<file path="src/rtl/i2c_scl_gen.sv">
// i2c_scl_gen: SCL timing generator for the I2C master.
// Produces the open-drain SCL drive level with a runtime-programmable half
// period, plus phase strobes for the byte/bit engine. The HIGH phase only
// progresses while the synchronised SCL line is actually high. This lets
// slave clock stretching and arbitration pause it. The divisor is latched
// at every phase boundary, so a phase in progress keeps its length.
// SYNC_STAGES must be at least 2.
module i2c_scl_gen #(
  parameter int CNT_W       = 8,
  parameter int SYNC_STAGES = 2
) (
  input  logic             clk,
  input  logic             rst_n,
  input  logic             en_clk,
  input  logic [CNT_W-1:0] half_cnt,
  input  logic             scl_in,
  output logic             scl_o,
  output logic             sample_h,
  output logic             sample_l,
  output logic             mid_l,
  output logic             stretch
);

  typedef enum logic {
    PH_LOW  = 1'b0,
    PH_HIGH = 1'b1
  } phase_t;

  localparam logic [CNT_W-1:0] ONE = CNT_W'(1);

  phase_t                 phase;
  logic [CNT_W-1:0]       count;
  logic [CNT_W-1:0]       lim;
  logic [SYNC_STAGES-1:0] scl_sync;
  logic                   scl_s;
  logic [CNT_W-1:0]       lim_next;
  logic                   end_high;
  logic                   end_low;

  assign scl_s    = scl_sync[SYNC_STAGES-1];
  // A programmed half period of 0 would give a zero-length phase, so it is treated as 1.
  assign lim_next = (half_cnt == '0) ? ONE : half_cnt;
  assign end_high = en_clk && (phase == PH_HIGH) && scl_s && (count == lim);
  assign end_low  = en_clk && (phase == PH_LOW) && (count == lim);

  // Bring the asynchronous pad level into the clock domain; idles high like a released bus
  always_ff @(posedge clk or negedge rst_n) begin
    if (!rst_n) begin
      scl_sync <= '1;
    end else begin
      scl_sync <= {scl_sync[SYNC_STAGES-2:0], scl_in};
    end
  end

  // Phase sequencer: counts out each half period and latches the divisor at phase boundaries
  always_ff @(posedge clk or negedge rst_n) begin
    if (!rst_n) begin
      phase <= PH_HIGH;
      count <= '0;
      lim   <= ONE;
    end else if (!en_clk) begin
      phase <= PH_HIGH;
      count <= '0;
      lim   <= lim_next;
    end else if (phase == PH_LOW) begin
      if (count == lim) begin
        phase <= PH_HIGH;
        count <= '0;
        lim   <= lim_next;
      end else begin
        count <= count + ONE;
      end
    end else if (scl_s) begin
      if (count == lim) begin
        phase <= PH_LOW;
        count <= '0;
        lim   <= lim_next;
      end else begin
        count <= count + ONE;
      end
    end
  end

  // Strobes decode registered state only, gated by en_clk so that idle is always silent
  always_comb begin
    scl_o    = en_clk ? (phase == PH_HIGH) : 1'b1;
    sample_h = end_high;
    sample_l = end_low;
    mid_l    = en_clk && (phase == PH_LOW) && (count == (lim >> 1));
    stretch  = en_clk && (phase == PH_HIGH) && !scl_s;
  end

endmodule

</file>
<file path="config.mk">
export PLATFORM = sky130hd
export DESIGN_NAME = i2c_scl_gen
export DESIGN_NICKNAME = d
export VERILOG_FILES = /design/src/rtl/i2c_scl_gen.sv
export SDC_FILE = /design/constraint.sdc
export NUM_CORES = 1
export LEC_CHECK = 0
export CAP_MARGIN = 10
export CORE_ASPECT_RATIO = 1.75
export CORE_MARGIN = 1.5
export CORE_UTILIZATION = 25
export DETAILED_ROUTE_END_ITERATION = 10
export PLACE_DENSITY_LB_ADDON = 0.25
export SETUP_SLACK_MARGIN = 0.2
export SYNTH_ARGS = -nofsm -noshare
export SYNTH_HDL_FRONTEND = slang
export SYNTH_SLANG_ARGS = --single-unit
</file>
<file path="constraint.sdc">
create_clock -name clk -period 2.3 [get_ports clk]
set_input_delay 0.46 -clock clk [delete_from_list [all_inputs] [get_ports clk]]
set_output_delay 0.46 -clock clk [all_outputs]
set_load 0.005 [all_outputs]
</file>
* Word level (Yosys, flattened, before mapping)
Index checks and enable logic that the tools add are counted.
** Cells by class
- Equal/unequal tests :: 3
- Add/sub/neg operators :: 1
- Bitwise operators :: 1
- Divide/modulo/power cells :: 0
- Shifts and indexed selects :: 0
- Muxes and demuxes :: 15
- Reduce and logical (&&, ||, !) cells :: 9
- Magnitude comparators :: 0
- $mul :: 0
** Operator list (number)
- 8-bit 2-to-1 mux :: 9
- 8-bit by 1-bit adder with 8-bit output, second input constant :: 1
- 8-bit by 7-bit == test with 1-bit output :: 1
- 8-bit == test :: 1
- 8-bit zero test :: 1
- 1-bit logical AND :: 7
- 1-bit 2-to-1 mux :: 6
- 3-bit by 2-bit != test with 1-bit output, second input constant :: 1
- 1-bit zero test :: 1
- 1-bit inverter :: 1
** Storage, ports and cells
- Flip-flop bits (word level) :: 19
- Latch bits :: 0
- Memory bits (writable) :: 0
- Memory bits (read-only) :: 0
- Input port bits :: 12
- Memories :: 0

* Depth between registers and ports, before layout
Gate-level depths: netlist (run 1).
- Depth after elaboration :: 6
- Depth in mapped cells :: 7
- Mapped depth without buffers :: 5

* Worst setup path before layout (run 1)
OpenSTA, ideal clock, no wires.
- Path kind :: register -> register
- Start point :: register count[2]
- End point :: register lim[1]
- Data required time :: 2.175 ns
- Arrival :: 1.640 ns
- Slack :: 0.535 ns
- Setup time :: 0.125 ns
- Cell stages (with the launch flop) :: 8
- Cells stage by stage :: dfrtp_1 clkbuf_2 xnor2_1 nand4_2 o21ai_4 and2_4 buf_12 mux2_4
** Between the ends
- Word-level cells in the longest chain between the ends :: 5
** Ends and longest elaborated chain
- from (decl) :: line 32 : logic [CNT_W-1:0] count;
- from (signal assigned) :: line 71 : count <= count + ONE;
- from (signal assigned) :: line 79 : count <= count + ONE;
- 8-bit == test (*) :: line 66, 74
- 8-bit 2-to-1 mux (*)
- 8-bit 2-to-1 mux
- 8-bit 2-to-1 mux (*) (2 in a row)
- to (signal assigned) :: line 64 : lim <= lim_next;
- to (signal assigned) :: line 69 : lim <= lim_next;
- to (signal assigned) :: line 77 : lim <= lim_next;
- to (decl) :: line 33 : logic [CNT_W-1:0] lim;
Every way passes the cells marked *; elsewhere a longest branch is shown, timed or not. The select of a mux whose other input is x is not followed.
A chain may end at the register's enable or synchronous reset.

* Worst setup path in the final report (run 1)
- Start point :: register lim[7]
- End point :: output port mid_l
** Between the ends
- Word-level cells in the longest chain between the ends :: 2
** Ends and longest elaborated chain
- 8-bit by 7-bit == test with 1-bit output :: line 89 : mid_l = en_clk && (phase == PH_LOW) && (count == (lim >> 1));
- 1-bit logical AND :: line 89
- to (decl) :: line 20 : output logic mid_l,
No other way between the ends.

==> results.txt, run 1 <==
pwr dens - 547 nW/um2
sw power - 0.000210 W
via count - 805
Switching Share - 25.9%
Finished Layout Cells - 177
CTS sink count - 19
hold crit path type - reg2reg
Int Pwr - 0.000601 W
sequential share of power - 48.8%
TritonRoute pass-1 iters - 4
Area growth, synth to finish - 39.4%
Via density - 4.55
I/O pins - 17
Place WS - -0.436 ns
initial antenna violation count - 0
Post-Syn Instances - 92
Die Span Y - 89.3 um
Critical Path RT - 1.84 ns
Highest Clock Rate - 469 MHz
arrival time at the worst endpoint - 1.67 ns
Worst Path Buf+Inv - 2
Worst Path Max Fanout - 2
Final Cycle Share - 92.6%
Critical Path End Type - output pin
Slew HR - 81.0%
Worst-Margin Slew - 0.282 ns
most frequent cells in the layout - buf_4, dfrtp_1, clkdlybuf4s50_1, xnor2_1
TritonCTS clock tree - done
Comb power frac - 22.8%
Seq/Total Area, Yosys - 45.1%
Worst path depth - 5
GP Congestion - 0.799
leak pwr - 0.634 nW
vias in the first global route - 870
Global Route Usage Sum - 11.6%
largest net degree at the start of global routing - 20
commonest non-fill, non-tap cell in the layout - buf_4
H-tree depth - 1
met3 usage - 1.17%
Clock Power Share - 28.4%
startpoint types - flip-flop
post-DR wirelength/cell - 12.7 um
Post-CTS Hold Fix Bufs - 0
CTS Buf Count - 3
max incr delay on CP - 0.47 ns
die width - 52.3 um
Top delay family on crit path - simple AND/OR/NAND/NOR gates
deepest clock path buffer count - 2
worst skew pair latency - 0.25 ns
busiest grt layer - met2
distinct cell type count after synthesis - 34
Placed Cells incl. Taps - 166
final setup vio count - 0
maximum VDD drop - 0.254 mV
detailed-route wire length - 2260 um
Area contributors post-synth - dfrtp_1, dfstp_2, xnor2_1, mux2_4, xor2_1
grt met2 use - 22.5%
largest area contributor in the netlist - dfrtp_1
I/O Buffers - 16
ant diodes - 0
Remaining DRCs - 0
post-synth top area share - 35.3%
reg2reg start - lim[0]
met1 Use GR - 11.6%
CP Capture Point - mid_l
Mean Syn Cell Area - 11.6 um2
final hold slack - 0.357 ns
r2r worst-path depth - 6
FF-to-FF End - lim[5]
grt total ovfl - 0
RSZ-0062 raised after global routing - yes
final hold viol count - 0
Max Cap Violations - 0
Final #Nets - 142
clk slew on worst S/H paths - 0.07 ns
Setup CP Type - reg2out
Yosys warnings - 0
critical path cell sequence - buf_6, xor2_2, or4_4, nor3_2, buf_2
final max-slew violation count - 0
die area - 4680 um2
Slowest-stage cell, CP - or4_4
status - finished, final reports clean
first-pass GRT wire length - 3950 um
DRT iter0 DRCs - 3
Initial Util - 25.9%
Syn Nets - 105
final setup margin - 0.170 ns
worst clock skew - 0.00437 ns
Antenna Violating Nets Remaining - 0
share of layout cells above drive strength 1 - 39.1%
Post-Synthesis Cell Area - 1060 um2
Detailed Place HPWL - 1770 um
Rows - 31
worst reg2reg setup slack - 0.32 ns
CP startpoint - lim[7]
fin util - 36.1%
min-delay src - scl_sync[0]
Core Region - 4110 um2
CTS root buf - clkbuf_8
#FFs+latches synth - 19
minimum clock period - 2.13 ns
==> registers in the layout, indices dropped and copies added (netlist names) <==
signal,cells
lim,8
scl_sync,2
phase,1
count,8
==> routing by layer <==
layer | routed length (um) | vias up
met1 | 820 | 399
met3 | 51 | 2
met2 | 1340 | 11
met4 | 46 | 0
met5 | 0 | -
li1 | - | 393
==> worst min path at each step <==
stage	to	slack, ns	depth (start not counted)
after CTS	scl_sync[1]	0.36	0
after global routing	scl_sync[1]	0.36	0
after floorplan	count[0]	0.16	0
after detailed placement	scl_sync[1]	0.35	0
final	scl_sync[1]	0.36	0
after global placement	scl_sync[1]	0.35	0
==> cells in the mapped netlist (all sizes together) <==
| cell | count |
|---|---|
| or4 | 2 |
| o21ai | 6 |
| nand4 | 5 |
| clkbuf | 2 |
| nor4b | 1 |
| xor2 | 5 |
| ha | 1 |
| nor2 | 6 |
| dfrtp | 15 |
| xnor2 | 13 |
| a2bb2oi | 1 |
| nor4 | 1 |
| nand2b | 1 |
| or3 | 1 |
| and2 | 1 |
| o2bb2ai | 1 |
| nand2 | 4 |
| inv | 1 |
| mux2 | 7 |
| and4 | 1 |
| dfstp | 4 |
| nor3 | 4 |
| nand3b | 2 |
| a21o | 2 |
| buf | 2 |
| a21oi | 1 |
| and3 | 2 |
==> kinds of logic (layout without fill, tap and decap cells) <==
kind of cell / after synthesis / count (layout) / synth area share (%)
AND/OR/NAND/NOR: 31 / 31 / 17.3
flip-flops: 19 / 19 / 45.1
XOR/XNOR: 18 / 18 / 15.5
AO/OA/AOI/OAI: 11 / 11 / 7.52
multiplexers: 7 / 7 / 9.17
buffers and inverters: 5 / 41 / 4.23
adder cells (fa/ha/maj): 1 / 1 / 1.17
==> per-stage QoR <==
stage               instance area, um2  TNS, ns  total power [W]
detailed placement                1340   -0.481         0.000569
global route                      1480        0         0.000857
global placement                  1340   -0.453         0.000567
CTS                               1460        0         0.000821
floorplan                         1060        0         0.000501
finish                            1480        0         0.000812
==> power groups by stage <==
stage | Combinational, W | Sequential, W | Clock, W
2_1_floorplan | 0.000105 | 0.000396 | 0
3_3_place_gp | 0.000165 | 0.000401 | 0
3_5_place_dp | 0.000167 | 0.000402 | 0
4_1_cts | 0.000184 | 0.000396 | 0.000242
5_1_grt | 0.000203 | 0.000401 | 0.000253
6_report | 0.000185 | 0.000396 | 0.000231
==> what timing repair did <==
item | in CTS | in global routing
pin swaps | 6 | 5
endpoints found under the hold margin | 0 | 0
gates cloned | 0 | 0
setup endpoints to repair | 4 | 3
setup buffers | 6 | 1
gates resized for setup | 18 | 4
==> final cells by class <==
cell class / count / area (um2)
fillers: 460 / 2630
multi-input cells: 68 / 583
flip-flops and latches: 19 / 482
repair buffers: 36 / 309
well taps: 49 / 61.3
clock buffers: 4 / 45.0
inverters: 1 / 3.75
==> worst reg2reg max path, cell delays in order, from the launching register on <==
cell     delay, ns
dfstp_2       0.54
xnor2_1       0.14
nand4_2       0.12
buf_4         0.17
o21ai_4       0.23
and2_4        0.31
mux2_2        0.36
Note: power is estimated with default switching activity, not from simulation.
==> inputs of run 2 (changes only) <==
--- a/config.mk
+++ b/config.mk
@@ -10,6 +10,7 @@
 export CORE_MARGIN = 1.5
 export CORE_UTILIZATION = 25
 export DETAILED_ROUTE_END_ITERATION = 10
+export GPL_ROUTABILITY_DRIVEN = 0
 export PLACE_DENSITY_LB_ADDON = 0.25
 export SETUP_SLACK_MARGIN = 0.2
 export SYNTH_ARGS = -nofsm -noshare
==> results of run 2 <==
No change in the layout: final DEF, timing and power equal those of run 1.
